===== config.mk =====
export PLATFORM = sky130hd
export DESIGN_NAME = laser_score_flat
export DESIGN_NICKNAME = d
export VERILOG_FILES = /design/src/rtl/laser_score_if.sv /design/src/rtl/laser_score.sv /design/src/flat_wrapper.sv
export SDC_FILE = /design/constraint.sdc
export NUM_CORES = 1
export LEC_CHECK = 0
export BUFFER_PORTS_ARGS = -buffer_cell sky130_fd_sc_hd__buf_2
export CORE_MARGIN = 3
export CORE_UTILIZATION = 45
export DETAILED_ROUTE_END_ITERATION = 7
export SLEW_MARGIN = 20
export SYNTH_ARGS = -nofsm -noshare
export SYNTH_HDL_FRONTEND = slang
export SYNTH_SLANG_ARGS = --single-unit

===== constraint.sdc =====
create_clock -name CLK -period 6.25 [get_ports CLK]
set_clock_uncertainty 0.05 [all_clocks]
set_input_delay 0.3125 -clock CLK [delete_from_list [all_inputs] [get_ports CLK]]
set_output_delay 0.3125 -clock CLK [all_outputs]
set_load 0.02 [all_outputs]

===== src/rtl/laser_score_if.sv =====
// laser_score_if: groups the point stream, placer result and score outputs
// of the laser_score stage.
//   slave  modport : used by laser_score (consumes stream/centres, drives score)
//   master modport : used by the placer-side driver
// Optional macro LASER_SCORE_BEST_EN adds BEST_COVER / BEST_C1 / BEST_C2.
interface laser_score_if;
  logic       PT_VALID;
  logic [3:0] X;
  logic [3:0] Y;
  logic       DONE;
  logic [3:0] C1X;
  logic [3:0] C1Y;
  logic [3:0] C2X;
  logic [3:0] C2Y;
  logic       BUSY;
  logic       SCORE_VALID;
  logic [5:0] COVER;
  logic [5:0] COV1;
  logic [5:0] COV2;
  logic       PT_DROP;
`ifdef LASER_SCORE_BEST_EN
  logic [5:0] BEST_COVER;
  logic [7:0] BEST_C1;
  logic [7:0] BEST_C2;

  modport slave (
    input  PT_VALID, X, Y, DONE, C1X, C1Y, C2X, C2Y,
    output BUSY, SCORE_VALID, COVER, COV1, COV2, PT_DROP,
    output BEST_COVER, BEST_C1, BEST_C2
  );
  modport master (
    output PT_VALID, X, Y, DONE, C1X, C1Y, C2X, C2Y,
    input  BUSY, SCORE_VALID, COVER, COV1, COV2, PT_DROP,
    input  BEST_COVER, BEST_C1, BEST_C2
  );
`else
  modport slave (
    input  PT_VALID, X, Y, DONE, C1X, C1Y, C2X, C2Y,
    output BUSY, SCORE_VALID, COVER, COV1, COV2, PT_DROP
  );
  modport master (
    output PT_VALID, X, Y, DONE, C1X, C1Y, C2X, C2Y,
    input  BUSY, SCORE_VALID, COVER, COV1, COV2, PT_DROP
  );
`endif
endinterface


===== src/rtl/laser_score.sv =====
// laser_score: snoops the placer's point stream into a buffer, latches the two
// circle centres on DONE, then walks the buffer one point per cycle counting
// points within radius sqrt(R2) of C1, of C2 and of either.
// Ports:
//   CLK  - clock, all state on rising edge
//   RST  - synchronous active-high reset
//   bus  - laser_score_if.slave: PT_VALID/X/Y stream, DONE + C1X..C2Y,
//          BUSY, SCORE_VALID, COVER/COV1/COV2, PT_DROP
// Optional macro LASER_SCORE_BEST_EN adds the best-of-runs tracker outputs
// BEST_COVER, BEST_C1 {x,y}, BEST_C2 {x,y}.
//
// state     | meaning
// ----------+-----------------------------------------------------------
// IDLE      | waiting for first point of a frame
// LOAD      | storing points until NPTS have been accepted
// WAIT_DONE | frame complete, waiting for the placer DONE strobe
// EVAL      | walking the buffer, one point per cycle, plus one drain cycle
// REPORT    | SCORE_VALID high for one cycle
module laser_score #(
  parameter int NPTS = 40,
  parameter int R2   = 16
) (
  input logic         CLK,
  input logic         RST,
  laser_score_if.slave bus
);
  localparam int CW = $clog2(NPTS + 1);

  typedef enum logic [2:0] {IDLE, LOAD, WAIT_DONE, EVAL, REPORT} state_t;

  state_t          state_q;
  logic [CW-1:0]   cnt_q;
  logic [CW-1:0]   idx_q;
  logic [3:0]      px_q [NPTS];
  logic [3:0]      py_q [NPTS];
  logic [3:0]      c1x_q, c1y_q, c2x_q, c2y_q;
  logic            hit1_q, hit2_q, hitv_q;
  logic            busy_q, score_valid_q, pt_drop_q;
  logic [5:0]      cover_q, cov1_q, cov2_q;
`ifdef LASER_SCORE_BEST_EN
  logic [5:0]      best_cover_q;
  logic [7:0]      best_c1_q, best_c2_q;
`endif

  logic            accepting_d;
  logic            store_d;
  logic [CW-1:0]   store_idx_d;
  logic [CW-1:0]   rd_idx_d;
  logic            walking_d;
  logic            hit1_d, hit2_d;

  function automatic logic [3:0] abs_diff(input logic [3:0] a, input logic [3:0] b);
    return (a >= b) ? (a - b) : (b - a);
  endfunction

  function automatic logic inside_r(input logic [3:0] px, input logic [3:0] py,
                                    input logic [3:0] cx, input logic [3:0] cy);
    logic [7:0] dx, dy;
    logic [8:0] sum;
    dx  = {4'b0, abs_diff(px, cx)};
    dy  = {4'b0, abs_diff(py, cy)};
    sum = {1'b0, dx * dx} + {1'b0, dy * dy};
    return sum <= 9'(R2);
  endfunction

  always_comb begin
    accepting_d = (state_q == IDLE) || (state_q == LOAD);
    store_d     = bus.PT_VALID && accepting_d;
    store_idx_d = (state_q == IDLE) ? '0 : cnt_q;
    walking_d   = (idx_q < CW'(NPTS));
    // Clamp so the drain cycle (idx_q == NPTS) never reads past the buffer.
    rd_idx_d    = walking_d ? idx_q : '0;
    hit1_d      = inside_r(px_q[rd_idx_d], py_q[rd_idx_d], c1x_q, c1y_q);
    hit2_d      = inside_r(px_q[rd_idx_d], py_q[rd_idx_d], c2x_q, c2y_q);
  end

  // Buffer is never cleared: every entry is written before the walk reads it.
  always_ff @(posedge CLK) begin
    if (store_d) begin
      px_q[store_idx_d] <= bus.X;
      py_q[store_idx_d] <= bus.Y;
    end
  end

  always_ff @(posedge CLK) begin
    if (RST) begin
      state_q       <= IDLE;
      cnt_q         <= '0;
      idx_q         <= '0;
      c1x_q         <= '0;
      c1y_q         <= '0;
      c2x_q         <= '0;
      c2y_q         <= '0;
      hit1_q        <= 1'b0;
      hit2_q        <= 1'b0;
      hitv_q        <= 1'b0;
      busy_q        <= 1'b0;
      score_valid_q <= 1'b0;
      pt_drop_q     <= 1'b0;
      cover_q       <= '0;
      cov1_q        <= '0;
      cov2_q        <= '0;
`ifdef LASER_SCORE_BEST_EN
      best_cover_q  <= '0;
      best_c1_q     <= '0;
      best_c2_q     <= '0;
`endif
    end else begin
      score_valid_q <= 1'b0;
      if (bus.PT_VALID && !accepting_d) pt_drop_q <= 1'b1;

      case (state_q)
        IDLE: begin
          if (bus.PT_VALID) begin
            cnt_q  <= CW'(1);
            busy_q <= 1'b1;
            state_q <= (NPTS == 1) ? WAIT_DONE : LOAD;
          end
        end
        LOAD: begin
          if (bus.PT_VALID) begin
            cnt_q <= cnt_q + CW'(1);
            if (cnt_q == CW'(NPTS - 1)) state_q <= WAIT_DONE;
          end
        end
        WAIT_DONE: begin
          if (bus.DONE) begin
            c1x_q   <= bus.C1X;
            c1y_q   <= bus.C1Y;
            c2x_q   <= bus.C2X;
            c2y_q   <= bus.C2Y;
            cover_q <= '0;
            cov1_q  <= '0;
            cov2_q  <= '0;
            idx_q   <= '0;
            hitv_q  <= 1'b0;
            state_q <= EVAL;
          end
        end
        EVAL: begin
          // Hit flags are registered, so accumulation trails the walk by one
          // cycle; the extra drain cycle folds in the last point.
          if (hitv_q) begin
            cov1_q  <= cov1_q  + {5'b0, hit1_q};
            cov2_q  <= cov2_q  + {5'b0, hit2_q};
            cover_q <= cover_q + {5'b0, hit1_q | hit2_q};
          end
          if (walking_d) begin
            hit1_q <= hit1_d;
            hit2_q <= hit2_d;
            hitv_q <= 1'b1;
            idx_q  <= idx_q + CW'(1);
          end else begin
            hitv_q        <= 1'b0;
            score_valid_q <= 1'b1;
            state_q       <= REPORT;
          end
        end
        REPORT: begin
`ifdef LASER_SCORE_BEST_EN
          if (cover_q > best_cover_q) begin
            best_cover_q <= cover_q;
            best_c1_q    <= {c1x_q, c1y_q};
            best_c2_q    <= {c2x_q, c2y_q};
          end
`endif
          cnt_q   <= '0;
          busy_q  <= 1'b0;
          state_q <= IDLE;
        end
        default: begin
          busy_q  <= 1'b0;
          state_q <= IDLE;
        end
      endcase
    end
  end

  assign bus.BUSY        = busy_q;
  assign bus.SCORE_VALID = score_valid_q;
  assign bus.COVER       = cover_q;
  assign bus.COV1        = cov1_q;
  assign bus.COV2        = cov2_q;
  assign bus.PT_DROP     = pt_drop_q;
`ifdef LASER_SCORE_BEST_EN
  assign bus.BEST_COVER  = best_cover_q;
  assign bus.BEST_C1     = best_c1_q;
  assign bus.BEST_C2     = best_c2_q;
`endif

endmodule


===== src/flat_wrapper.sv =====
// flat-port wrapper written by rule: the top's interface ports become plain ports
module laser_score_flat 
#(
  parameter int NPTS = 40,
  parameter int R2   = 16
)
  (CLK, RST, bus_PT_VALID, bus_X, bus_Y, bus_DONE, bus_C1X, bus_C1Y, bus_C2X, bus_C2Y, bus_BUSY, bus_SCORE_VALID, bus_COVER, bus_COV1, bus_COV2, bus_PT_DROP);
  laser_score_if bus_i ();
  input logic CLK;
  input logic RST;
  input wire logic [$bits(bus_i.PT_VALID)-1:0] bus_PT_VALID;
  input wire logic [$bits(bus_i.X)-1:0] bus_X;
  input wire logic [$bits(bus_i.Y)-1:0] bus_Y;
  input wire logic [$bits(bus_i.DONE)-1:0] bus_DONE;
  input wire logic [$bits(bus_i.C1X)-1:0] bus_C1X;
  input wire logic [$bits(bus_i.C1Y)-1:0] bus_C1Y;
  input wire logic [$bits(bus_i.C2X)-1:0] bus_C2X;
  input wire logic [$bits(bus_i.C2Y)-1:0] bus_C2Y;
  output wire logic [$bits(bus_i.BUSY)-1:0] bus_BUSY;
  output wire logic [$bits(bus_i.SCORE_VALID)-1:0] bus_SCORE_VALID;
  output wire logic [$bits(bus_i.COVER)-1:0] bus_COVER;
  output wire logic [$bits(bus_i.COV1)-1:0] bus_COV1;
  output wire logic [$bits(bus_i.COV2)-1:0] bus_COV2;
  output wire logic [$bits(bus_i.PT_DROP)-1:0] bus_PT_DROP;
  assign bus_i.PT_VALID = bus_PT_VALID;
  assign bus_i.X = bus_X;
  assign bus_i.Y = bus_Y;
  assign bus_i.DONE = bus_DONE;
  assign bus_i.C1X = bus_C1X;
  assign bus_i.C1Y = bus_C1Y;
  assign bus_i.C2X = bus_C2X;
  assign bus_i.C2Y = bus_C2Y;
  assign bus_BUSY = bus_i.BUSY;
  assign bus_SCORE_VALID = bus_i.SCORE_VALID;
  assign bus_COVER = bus_i.COVER;
  assign bus_COV1 = bus_i.COV1;
  assign bus_COV2 = bus_i.COV2;
  assign bus_PT_DROP = bus_i.PT_DROP;
  laser_score #(.NPTS(NPTS), .R2(R2)) u_core (.CLK(CLK), .RST(RST), .bus(bus_i));
endmodule

==> summary.txt, run 1 <==
Yosys
  – Syn_nets: 1555
  – Area contributors post-synth: edfxtp_1 (53%), dfxtp_1 (6.1%), ha_1 (5.1%)
  – Fraction of registers with async set/reset: 0%
  – Leading area contributor after synthesis: edfxtp_1
  – #FFs+latches synth: 375
  – Main flop type after synthesis: edfxtp_1
  – Number of flops mapped to enable cells by yosys: 320
  – Share of the synthesized area in the top cell type: 53.2%
  – YS warnings: 0
  – Post-synthesis sequential area ratio: 59.3%
  – Cell variety after synth: 78
  – Synth Area per Inst: 12.7 um2
  – Cell area after synthesis: 18100 um2
  – Synth Instances: 1423

Power and ir drop
  – PwrDens: 275 nW/um2
  – Peak supply drop: 0.205 mV
  – Final Total Pwr: 6.11 mW
  – Comb power frac: 16.5%
  – Internal Power: 4.59 mW
  – Part of the power in registers: 44.6%
  – Clock power frac: 38.9%
  – Sw Pwr: 1.52 mW
  – Switching part of the total: 24.9%
  – Leak Pwr: 8.18 nW

Floorplan
  – Vert. Die Dim: 206 um
  – Die W: 206 um
  – Core area: 39200 um2
  – Full die area: 42600 um2
  – IO Count: 49
  – Starting density of the core: 46.1%
  – Number of cell rows: 72

Clock network
  – Clock Tree Buf Depth: 3
  – CTS root buf: clkbuf_16
  – H-tree level count: 2
  – CTS Sinks: 375
  – Clk slew on worst S/H paths: 70 ps
  – Cts bufs inserted: 40
  – Clk_lat worst skew: 570 ps
  – CTS tree: done

Finish
  – Final instance area: 22200 um2
  – Final core occ: 56.6%
  – Most frequent cells in the layout: edfxtp_1 (320), buf_4 (211), nor2_1 (125), nand2_1 (96), a21oi_1 (91)
  – Final Instance Count excl. Fillers: 2240
  – Share of layout cells above drive strength 1: 26.5%
  – Commonest non-fill, non-tap cell in the layout: edfxtp_1
  – Nets: 1822
  – Area Overhead vs Synth: 22.8%
  – Ant diodes: 0
  – Filler instances: 3203

Drt
  – ANT nets after route: 0
  – Post-route DRC violation count: 0
  – Total wire length: 48800 um
  – Avg WL per Cell: 21.8 um
  – Via-to-Cell Ratio: 5.61
  – Iter 0 DRT Violations: 1226
  – Via count of the routed design: 12600
  – First drt pass iteration count: 5

Run
  – Max cap viols: 0

Timing
  – Final min period: 7000 ps
  – Final setup viols: 2
  – Actual slew at the worst max-slew pin: 1050 ps
  – FMAX: 0.143 GHz
  – Final Hold Viols: 0
  – RSZ-0062 raised after global routing: yes
  – Worst Slack Setup Final: -755 ps
  – Period utilization: 112%
  – Final Slew Violations: 0
  – Normalized max-slew margin: 29.8%

Global routing
  – GRT met2 Usage: 37.7%
  – GR Util met3: 4.47%
  – First-pass GRT wire length: 74300 um
  – Antenna violations before repair: 0
  – Met1 global-route usage: 31.6%
  – GRT Max-Usage Layer: met2
  – Number of global-route vias before repair: 12600
  – Total global-route track usage: 23.3%
  – Largest net degree at the start of global routing: 41
  – GRT Residual Overflow: 0

Setup path
  – Slowest-stage cell, CP: fa_1
  – Crit path launch type: register
  – Crit path max fanout: 11
  – Crit Path Class: register to register
  – Arr. time, crit path: 7410 ps
  – Crit. End Element: register
  – Max incr delay on CP: 530 ps
  – Worst Path Required: 6650 ps
  – Most used cell, CP: fa_1

Place
  – Placed Cells: 2126
  – Final HPWL DP: 34500 um
  – Dpl cell area: 20200 um2
  – PortBufs: 48
  – GPL Wtd Cong: 0.933
  – Pre-CTS worst setup slack: -1100 ps

Hold path
  – Worst hold path class: input pin to register

Outcome
  – Violated checks: setup timing
  – Status: finished, violations left
[worst max-delay path: cells and delay by family, from the launching register on]
family,cells,cell delay [ps]
and+or+nand+nor,2,290
xor gates and xnor gates,2,250
adders and majority gates,7,2860
buffers and inverters,7,750
muxes,2,760
AOI/OAI and AO/OA,8,1510
DFF,1,400
[layer usage]
| metal | vias to the layer above | wire length (um) |
|---|---|---|
| li1 | 5821 | - |
| met4 | 0 | 1430 |
| met2 | 485 | 22700 |
| met1 | 6170 | 21000 |
| met5 | - | 0 |
| met3 | 91 | 3710 |
[cells in the mapped netlist, types with 13 or more instances]
cell and instances:
ha_1 74, nor2b_1 23, a21o_1 20, mux2i_1 49
xor2_1 22, nand2b_1 13, buf_2 16, nor2_1 126
o21ai_0 50, mux2_2 23, a211oi_1 21, edfxtp_1 320
a221oi_1 13, nand3_1 23, xnor2_1 13, fa_1 30
nor3_1 22, nand2_1 96, clkbuf_1 23, buf_4 19
dfxtp_1 55, a21oi_1 96, inv_1 73
[repair_timing]
action	4_1_cts	5_1_grt
endpoints found under the hold margin	17	0
hold buffers	17	0
resized for setup	61	19
buffers inserted	20	3
gates cloned	0	0
endpoints found under the setup margin	2	2
pin swaps	38	10
[worst paths after layout]
| check | startpoint | end | slack, ps | cells after the start |
|---|---|---|---|---|
| worst max-delay path | u_core.idx_q[0] | u_core.hit1_q | -750 | 28 |
| worst min-delay path | RST | u_core.cnt_q[1] | 240 | 2 |
| worst max register to register | u_core.idx_q[0] | u_core.hit1_q | -750 | 28 |
| worst min register to register | u_core.bus.PT_DROP | u_core.bus.PT_DROP | 400 | 2 |
[power groups by stage]
stage	registers [mW]	clock network, mW	logic, mW
3_3_place_gp	2.78	0	0.923
3_5_place_dp	2.78	0	0.979
6_report	2.73	2.37	1.01
5_1_grt	2.72	2.52	1.13
2_1_floorplan	2.78	0	0.612
4_1_cts	2.73	2.42	1.00
[through the flow]
stage          setup TNS [ps]  hold slack (ps)
2_1_floorplan            -862              361
3_3_place_gp            -1760              383
3_5_place_dp            -2170              394
4_1_cts                 -1560              201
6_report                -1490              239
5_1_grt                 -2160              280
[sequential cells by signal (all words and copies together), names as in the netlist]
signal / count
u_core.idx_q: 6
u_core.bus.BUSY: 1
u_core.cnt_q: 6
u_core.hit1_q: 1
u_core.c2x_q: 4
u_core.py_q: 160
u_core.bus.COV1: 6
u_core.bus.SCORE_VALID: 1
u_core.c1y_q: 4
u_core.c1x_q: 4
u_core.px_q: 160
u_core.state_q: 3
u_core.hitv_q: 1
u_core.bus.PT_DROP: 1
u_core.c2y_q: 4
u_core.bus.COV2: 6
u_core.hit2_q: 1
u_core.bus.COVER: 6
[logic make-up (layout without fill, tap and decap cells)]
group / Yosys count / after routing / synth area share, %
xor gates and xnor gates: 35 / 35 / 1.70
muxes: 84 / 84 / 5.64
adders and majority gates: 104 / 104 / 8.45
and+or+nand+nor: 372 / 372 / 9.81
DFF: 375 / 375 / 59.3
AOI/OAI and AO/OA: 307 / 307 / 11.2
buffers and inverters: 146 / 445 / 3.91
[final cells by class]
cell class	instances	area [um2]	share of cell area (%)
Sequential cell	375	10700	48.4
Multi-Input combinational cell	902	6920	31.2
Timing Repair Buffer	296	2290	10.3
Clock buffer	50	1060	4.78
Tap cell	518	648	2.92
Inverter	75	283	1.27
Clock inverter	24	260	1.17
Note: power is estimated with default switching activity, not from simulation.
==> inputs of run 2 (changes only) <==
- CORE_UTILIZATION: 45 -> 30
- CTS_BUF_LIST: default -> sky130_fd_sc_hd__clkbuf_4 sky130_fd_sc_hd__clkbuf_8
==> summary.txt, run 2 (same netlist as run 1, synthesis figures left out) <==
Outcome
  – Status: finished, violations left
  – Violated checks: setup timing

Setup path
  – Crit. End Element: register
  – Crit path max fanout: 12 (+1)
  – Crit Path Class: register to register
  – Slowest-stage cell, CP: fa_1
  – Crit path buffers/inverters: 8 (+1)
  – Arr. time, crit path: 7580 ps (+170 ps)
  – Top cell family by delay on the critical path: adder cells
  – Worst Path Required: 6760 ps (+110 ps)
  – Most used cell, CP: fa_1
  – Max incr delay on CP: 560 ps (+30 ps)
  – Crit path launch type: register

Global routing
  – Number of global-route vias before repair: 13000 (+3.7%)
  – Met1 global-route usage: 21.2% (-10 points)
  – GRT met2 Usage: 25.8% (-12 points)
  – GRT Residual Overflow: 0 (unchanged)
  – First-pass GRT wire length: 77800 um (+4.6%)
  – GR Util met3: 3.90% (-0.58 points)
  – Antenna violations before repair: 2 (+2)
  – Largest net degree at the start of global routing: 41 (unchanged)
  – GRT Max-Usage Layer: met2
  – Total global-route track usage: 16.0% (-7.3 points)

Finish
  – Top Registers: u_core.px_q (160), u_core.py_q (160)
  – Sequential cell area: 10700 um2 (unchanged)
  – Most frequent cells in the layout: edfxtp_1 (320), buf_4 (192), nor2_1 (125), nand2_1 (96), a21oi_1 (91)
  – Final Instance Count excl. Fillers: 2520 (+13%)
  – Filler instances: 5633 (+76%)
  – Commonest non-fill, non-tap cell in the layout: edfxtp_1
  – Share of layout cells above drive strength 1: 26.9% (+0.42 points)
  – Area Overhead vs Synth: 24.2%
  – Nets: 1827 (+0.27%)
  – Multi-input gate area: 6930 um2 (+0.18%)
  – Ant diodes: 0 (unchanged)

Timing
  – Final setup viols: 2 (unchanged)
  – Actual slew at the worst max-slew pin: 1030 ps (-20.2 ps)
  – Final Hold Viols: 0 (unchanged)
  – Period utilization: 113% (+1.2 points)
  – Fin Hold WS: 138 ps (-101 ps)
  – Final min period: 7080 ps (+73.2 ps)
  – FMAX: 0.141 GHz (-1.0%)
  – Final Slew Violations: 0 (unchanged)
  – Normalized max-slew margin: 30.7% (+0.88 points)
  – RSZ-0062 raised after global routing: yes
  – Worst Slack Setup Final: -828 ps (-73.2 ps)

Clock network
  – H-tree level count: 2 (unchanged)
  – CTS tree: done
  – Cts bufs inserted: 61 (+53%)
  – CTS Sinks: 375 (unchanged)
  – Clk_lat worst skew: 680 ps (+110 ps)
  – Clk slew on worst S/H paths: 70 ps (about the same)
  – CTS root buf: clkbuf_8
  – Clock Tree Buf Depth: 3 (unchanged)

Place
  – PortBufs: 48 (unchanged)
  – Placed Cells: 2374 (+12%)
  – Final HPWL DP: 35400 um (+2.6%)
  – Pre-CTS worst setup slack: -1030 ps (+69.1 ps)
  – GPL Wtd Cong: 0.905 (-3.1%)

Drt
  – Iter 0 DRT Violations: 1082 (-12%)
  – Post-route DRC violation count: 0 (unchanged)
  – Via-to-Cell Ratio: 5.01 (-11%)
  – First drt pass iteration count: 5 (unchanged)
  – Via count of the routed design: 12600 (+0.49%)
  – ANT nets after route: 0 (unchanged)
  – Avg WL per Cell: 20.2 um (-7.4%)
  – Total wire length: 50900 um (+4.2%)

Floorplan
  – IO Count: 49 (unchanged)
  – Die W: 251 um (+22%)
  – Number of cell rows: 89 (+24%)
  – Starting density of the core: 30.4% (-16 points)
  – Core area: 59400 um2 (+51%)
  – Vert. Die Dim: 251 um (+22%)
  – Full die area: 63200 um2 (+48%)

Power and ir drop
  – PwrDens: 265 nW/um2 (-3.8%)
  – Leak Pwr: 8.12 nW (-0.74%)
  – Peak supply drop: 0.178 mV (-13%)

Run
  – Max cap viols: 0 (unchanged)

Hold path
  – Worst hold path class: input pin to register
## run 2: cell count changes in the layout (fill, tap and decap cells not counted), moves of 3 or more
cell       previous run  this run
clkbuf_8              2        63
clkbuf_16            40         0
buf_12                7        17
clkbuf_1              7         0
buf_4               211       192
buf_6                11         5
a221oi_2              2         5
clkbuf_4              0        13
clkinv_1              6        20
clkinv_8              3         0
a221oi_1             11         8
## run 2: timing repair
action,in CTS,in global routing
pin swaps,26,20
hold buffers,17,0
setup buffers,7,7
gates resized for setup,44,20
hold endpoints to repair,17,0
endpoints found under the setup margin,2,2
## run 2: cell type report
| cell class | instances | area share (%) |
|---|---|---|
| Clock inverter | 39 | 1.37 |
| Timing Repair Buffer | 280 | 10.1 |
| Inverter | 75 | 1.25 |
| Clock buffer | 76 | 4.30 |
| Tap cell | 773 | 4.31 |
| Multi-Input combinational cell | 902 | 30.9 |
| Sequential cell | 375 | 47.8 |
## run 2: layer usage
metal / part of all wire, % / wire length [um]
met3: 7.3 / 3700
met4: 2.8 / 1400
met2: 46 / 23600
met1: 44 / 22200
met5: 0 / 0
## run 2: metrics by stage
stage	util (%)	power, mW	area [um2]	TNS (ps)
2_1_floorplan	-	3.39	18100	-862
3_3_place_gp	34.7	3.70	20600	-1900
3_5_place_dp	34.7	3.74	20600	-2040
4_1_cts	37.6	6.00	22300	-1630
5_1_grt	37.8	6.26	22400	-2240
6_report	37.8	5.95	22400	-1590
## run 2: power breakdown
group | internal (mW) | switching, mW
clock | 1.20 | 1.03
combinational | 0.478 | 0.510
sequential | 2.72 | 0.00742
total | 4.39 | 1.55
## run 2: worst paths after layout
check	startpoint	endpoint	slack (ps)	cells after the start
worst min register to register	u_core.bus.PT_DROP	u_core.bus.PT_DROP	390	2
worst max-delay path	u_core.idx_q[0]	u_core.hit1_q	-830	32
worst min-delay path	RST	u_core.cnt_q[1]	140	3
worst max register to register	u_core.idx_q[0]	u_core.hit1_q	-830	32
## run 2: worst register-to-register path: cells and delay by family (launching register included)
kind            cells  cell delay, ps
compound gates     10            1710
simple gates        4             630
buf+inv             8             930
flops               1             450
fa+ha+maj           8            2890
xor+xnor            2             310
==> inputs of run 3 (changes only) <==
- PLACE_DENSITY: default -> 0.46
==> summary.txt, run 3 (same netlist as run 1, synthesis figures left out) <==
Outcome
  – Status: finished, violations left
  – Violated checks: setup timing

Drt
  – ANT nets after route: 0 (unchanged)
  – Via count of the routed design: 12600 (unchanged)
  – First drt pass iteration count: 5 (unchanged)
  – Total wire length: 54500 um (+7.1%)
  – Post-route DRC violation count: 0 (unchanged)
  – Via-to-Cell Ratio: 4.93 (-1.6%)
  – Avg WL per Cell: 21.3 um (+5.4%)
  – Iter 0 DRT Violations: 959 (-11%)

Clock network
  – CTS Sinks: 375 (unchanged)
  – Clk_lat worst skew: 640 ps (-40 ps)
  – Clock Tree Buf Depth: 3 (unchanged)
  – H-tree level count: 3 (+1)
  – CTS tree: done
  – Cts bufs inserted: 67 (+9.8%)
  – CTS root buf: clkbuf_8
  – Clk slew on worst S/H paths: 60 ps (about the same)

Hold path
  – Hold Path Origin: RST
  – Worst hold path class: input pin to register

Power and ir drop
  – Final Total Pwr: 5.95 mW (about the same)
  – Leak Pwr: 8.28 nW (+2.0%)
  – Peak supply drop: 0.140 mV (-22%)
  – PwrDens: 262 nW/um2 (-0.93%)

Global routing
  – Total global-route track usage: 17.2% (+1.2 points)
  – First-pass GRT wire length: 81500 um (+4.7%)
  – Antenna violations before repair: 0 (-2)
  – Number of global-route vias before repair: 13100 (+0.41%)
  – GRT Residual Overflow: 0 (unchanged)
  – Largest net degree at the start of global routing: 41 (unchanged)

Setup path
  – Slowest-stage cell, CP: fa_1
  – Critical Path Source: u_core.idx_q[3]
  – Crit path launch type: register
  – Crit. End Element: register
  – Reg-to-reg critical path startpoint: u_core.idx_q[3]
  – Crit Path Class: register to register
  – Max incr delay on CP: 560 ps (about the same)
  – Crit path max fanout: 5 (-7)
  – Worst Path Required: 6760 ps (about the same)
  – Most used cell, CP: fa_1
  – Arr. time, crit path: 7580 ps (about the same)

Timing
  – FMAX: 0.141 GHz (+0.14%)
  – Final Hold Viols: 0 (unchanged)
  – Final Slew Violations: 0 (unchanged)
  – Actual slew at the worst max-slew pin: 1080 ps (+51.3 ps)
  – Period utilization: 113% (-0.16 points)
  – Final setup viols: 2 (unchanged)
  – RSZ-0062 raised after global routing: yes
  – Final min period: 7070 ps (-10.1 ps)
  – Worst Slack Setup Final: -818 ps (+10.1 ps)
  – Normalized max-slew margin: 27.8% (-2.9 points)

Floorplan
  – IO Count: 49 (unchanged)
  – Number of cell rows: 89 (unchanged)
  – Starting density of the core: 30.4% (unchanged)
  – Die W: 251 um (unchanged)
  – Vert. Die Dim: 251 um (unchanged)
  – Full die area: 63200 um2 (unchanged)
  – Core area: 59400 um2 (unchanged)

Place
  – Placed Cells: 2395 (+0.88%)
  – GPL Wtd Cong: 0.881 (-2.6%)
  – Pre-CTS worst setup slack: -1050 ps (-18.7 ps)
  – PortBufs: 48 (unchanged)
  – Final HPWL DP: 37800 um (+6.7%)

Finish
  – Sequential cell area: 10700 um2 (unchanged)
  – Top Registers: u_core.px_q (160), u_core.py_q (160)
  – Filler instances: 5774 (+2.5%)
  – Multi-input gate area: 6890 um2 (-0.60%)
  – Final Instance Count excl. Fillers: 2560 (+1.6%)
  – Most frequent cells in the layout: edfxtp_1 (320), buf_4 (226), nor2_1 (125), nand2_1 (96), a21oi_1 (88)
  – Share of layout cells above drive strength 1: 29.0% (+2.1 points)
  – Nets: 1871 (+2.4%)
  – Commonest non-fill, non-tap cell in the layout: edfxtp_1
  – Area Overhead vs Synth: 25.4%

Run
  – Max cap viols: 0 (unchanged)
## run 3: cell count changes in the layout (fill, tap and decap cells not counted), sizes merged
cell,change
buf,+38
bufinv,-3
clkbuf,+14
clkinv,-8
diode,+1
inv,-2
## run 3: critical path, delay by kind of cell, from the launching register on
kind / cells / cell delay (ps)
XOR/XNOR: 2 / 220
AND/OR/NAND/NOR: 4 / 780
adder cells (fa/ha/maj): 8 / 3040
AO/OA/AOI/OAI: 11 / 1800
flip-flops: 1 / 360
buffers and inverters: 7 / 740
## run 3: repair_timing
item | CTS | global route
pin swaps | 42 | 27
hold buffers | 17 | 0
buffers inserted | 26 | 6
setup endpoints to repair | 2 | 2
endpoints found under the hold margin | 17 | 0
gates resized for setup | 54 | 20
## run 3: path summary, 6_finish.rpt
| check | end | slack, ps | cells after the start |
|---|---|---|---|
| min reg2reg | u_core.c1x_q[3] | 410 | 2 |
| max | u_core.hit1_q | -820 | 32 |
| min | u_core.cnt_q[1] | 190 | 3 |
| max reg2reg | u_core.hit1_q | -820 | 32 |
## run 3: per-layer routing
metal	vias to the layer above	global-route usage [%]	wire length, um
met2	312	28.6	25800
met3	105	3.43	2500
met1	6294	22.6	24500
met5	-	0	0
met4	0	6.03	1680
li1	5918	-	-
## run 3: report_power, final
part | switching [mW] | total (mW) | internal [mW]
sequential | 0.00720 | 2.73 | 2.72
clock | 1.03 | 2.22 | 1.19
combinational | 0.505 | 1.00 | 0.495
total | 1.54 | 5.95 | 4.41
## run 3: per-stage QoR
step / hold WS [ps] / cell area (um2) / util, % / setup TNS [ps]
final: 189 / 22700 / 38.2 / -1600
after global routing: 194 / 22700 / 38.2 / -2180
after CTS: 131 / 22500 / 38.0 / -1590
after detailed placement: 406 / 20700 / 34.9 / -2070
after global placement: 399 / 20700 / 34.9 / -2000
after floorplan: 361 / 18100 / - / -862
## run 3: area by class of cell
cell class              instances  share of cell area (%)
diodes                          1                  0.0110
clock buffers                  90                    4.89
clock inverters                26                   0.701
inverters                      75                    1.24
multi-input cells             902                    30.4
flip-flops and latches        375                    47.3
well taps                     773                    4.27
repair buffers                318                    11.2
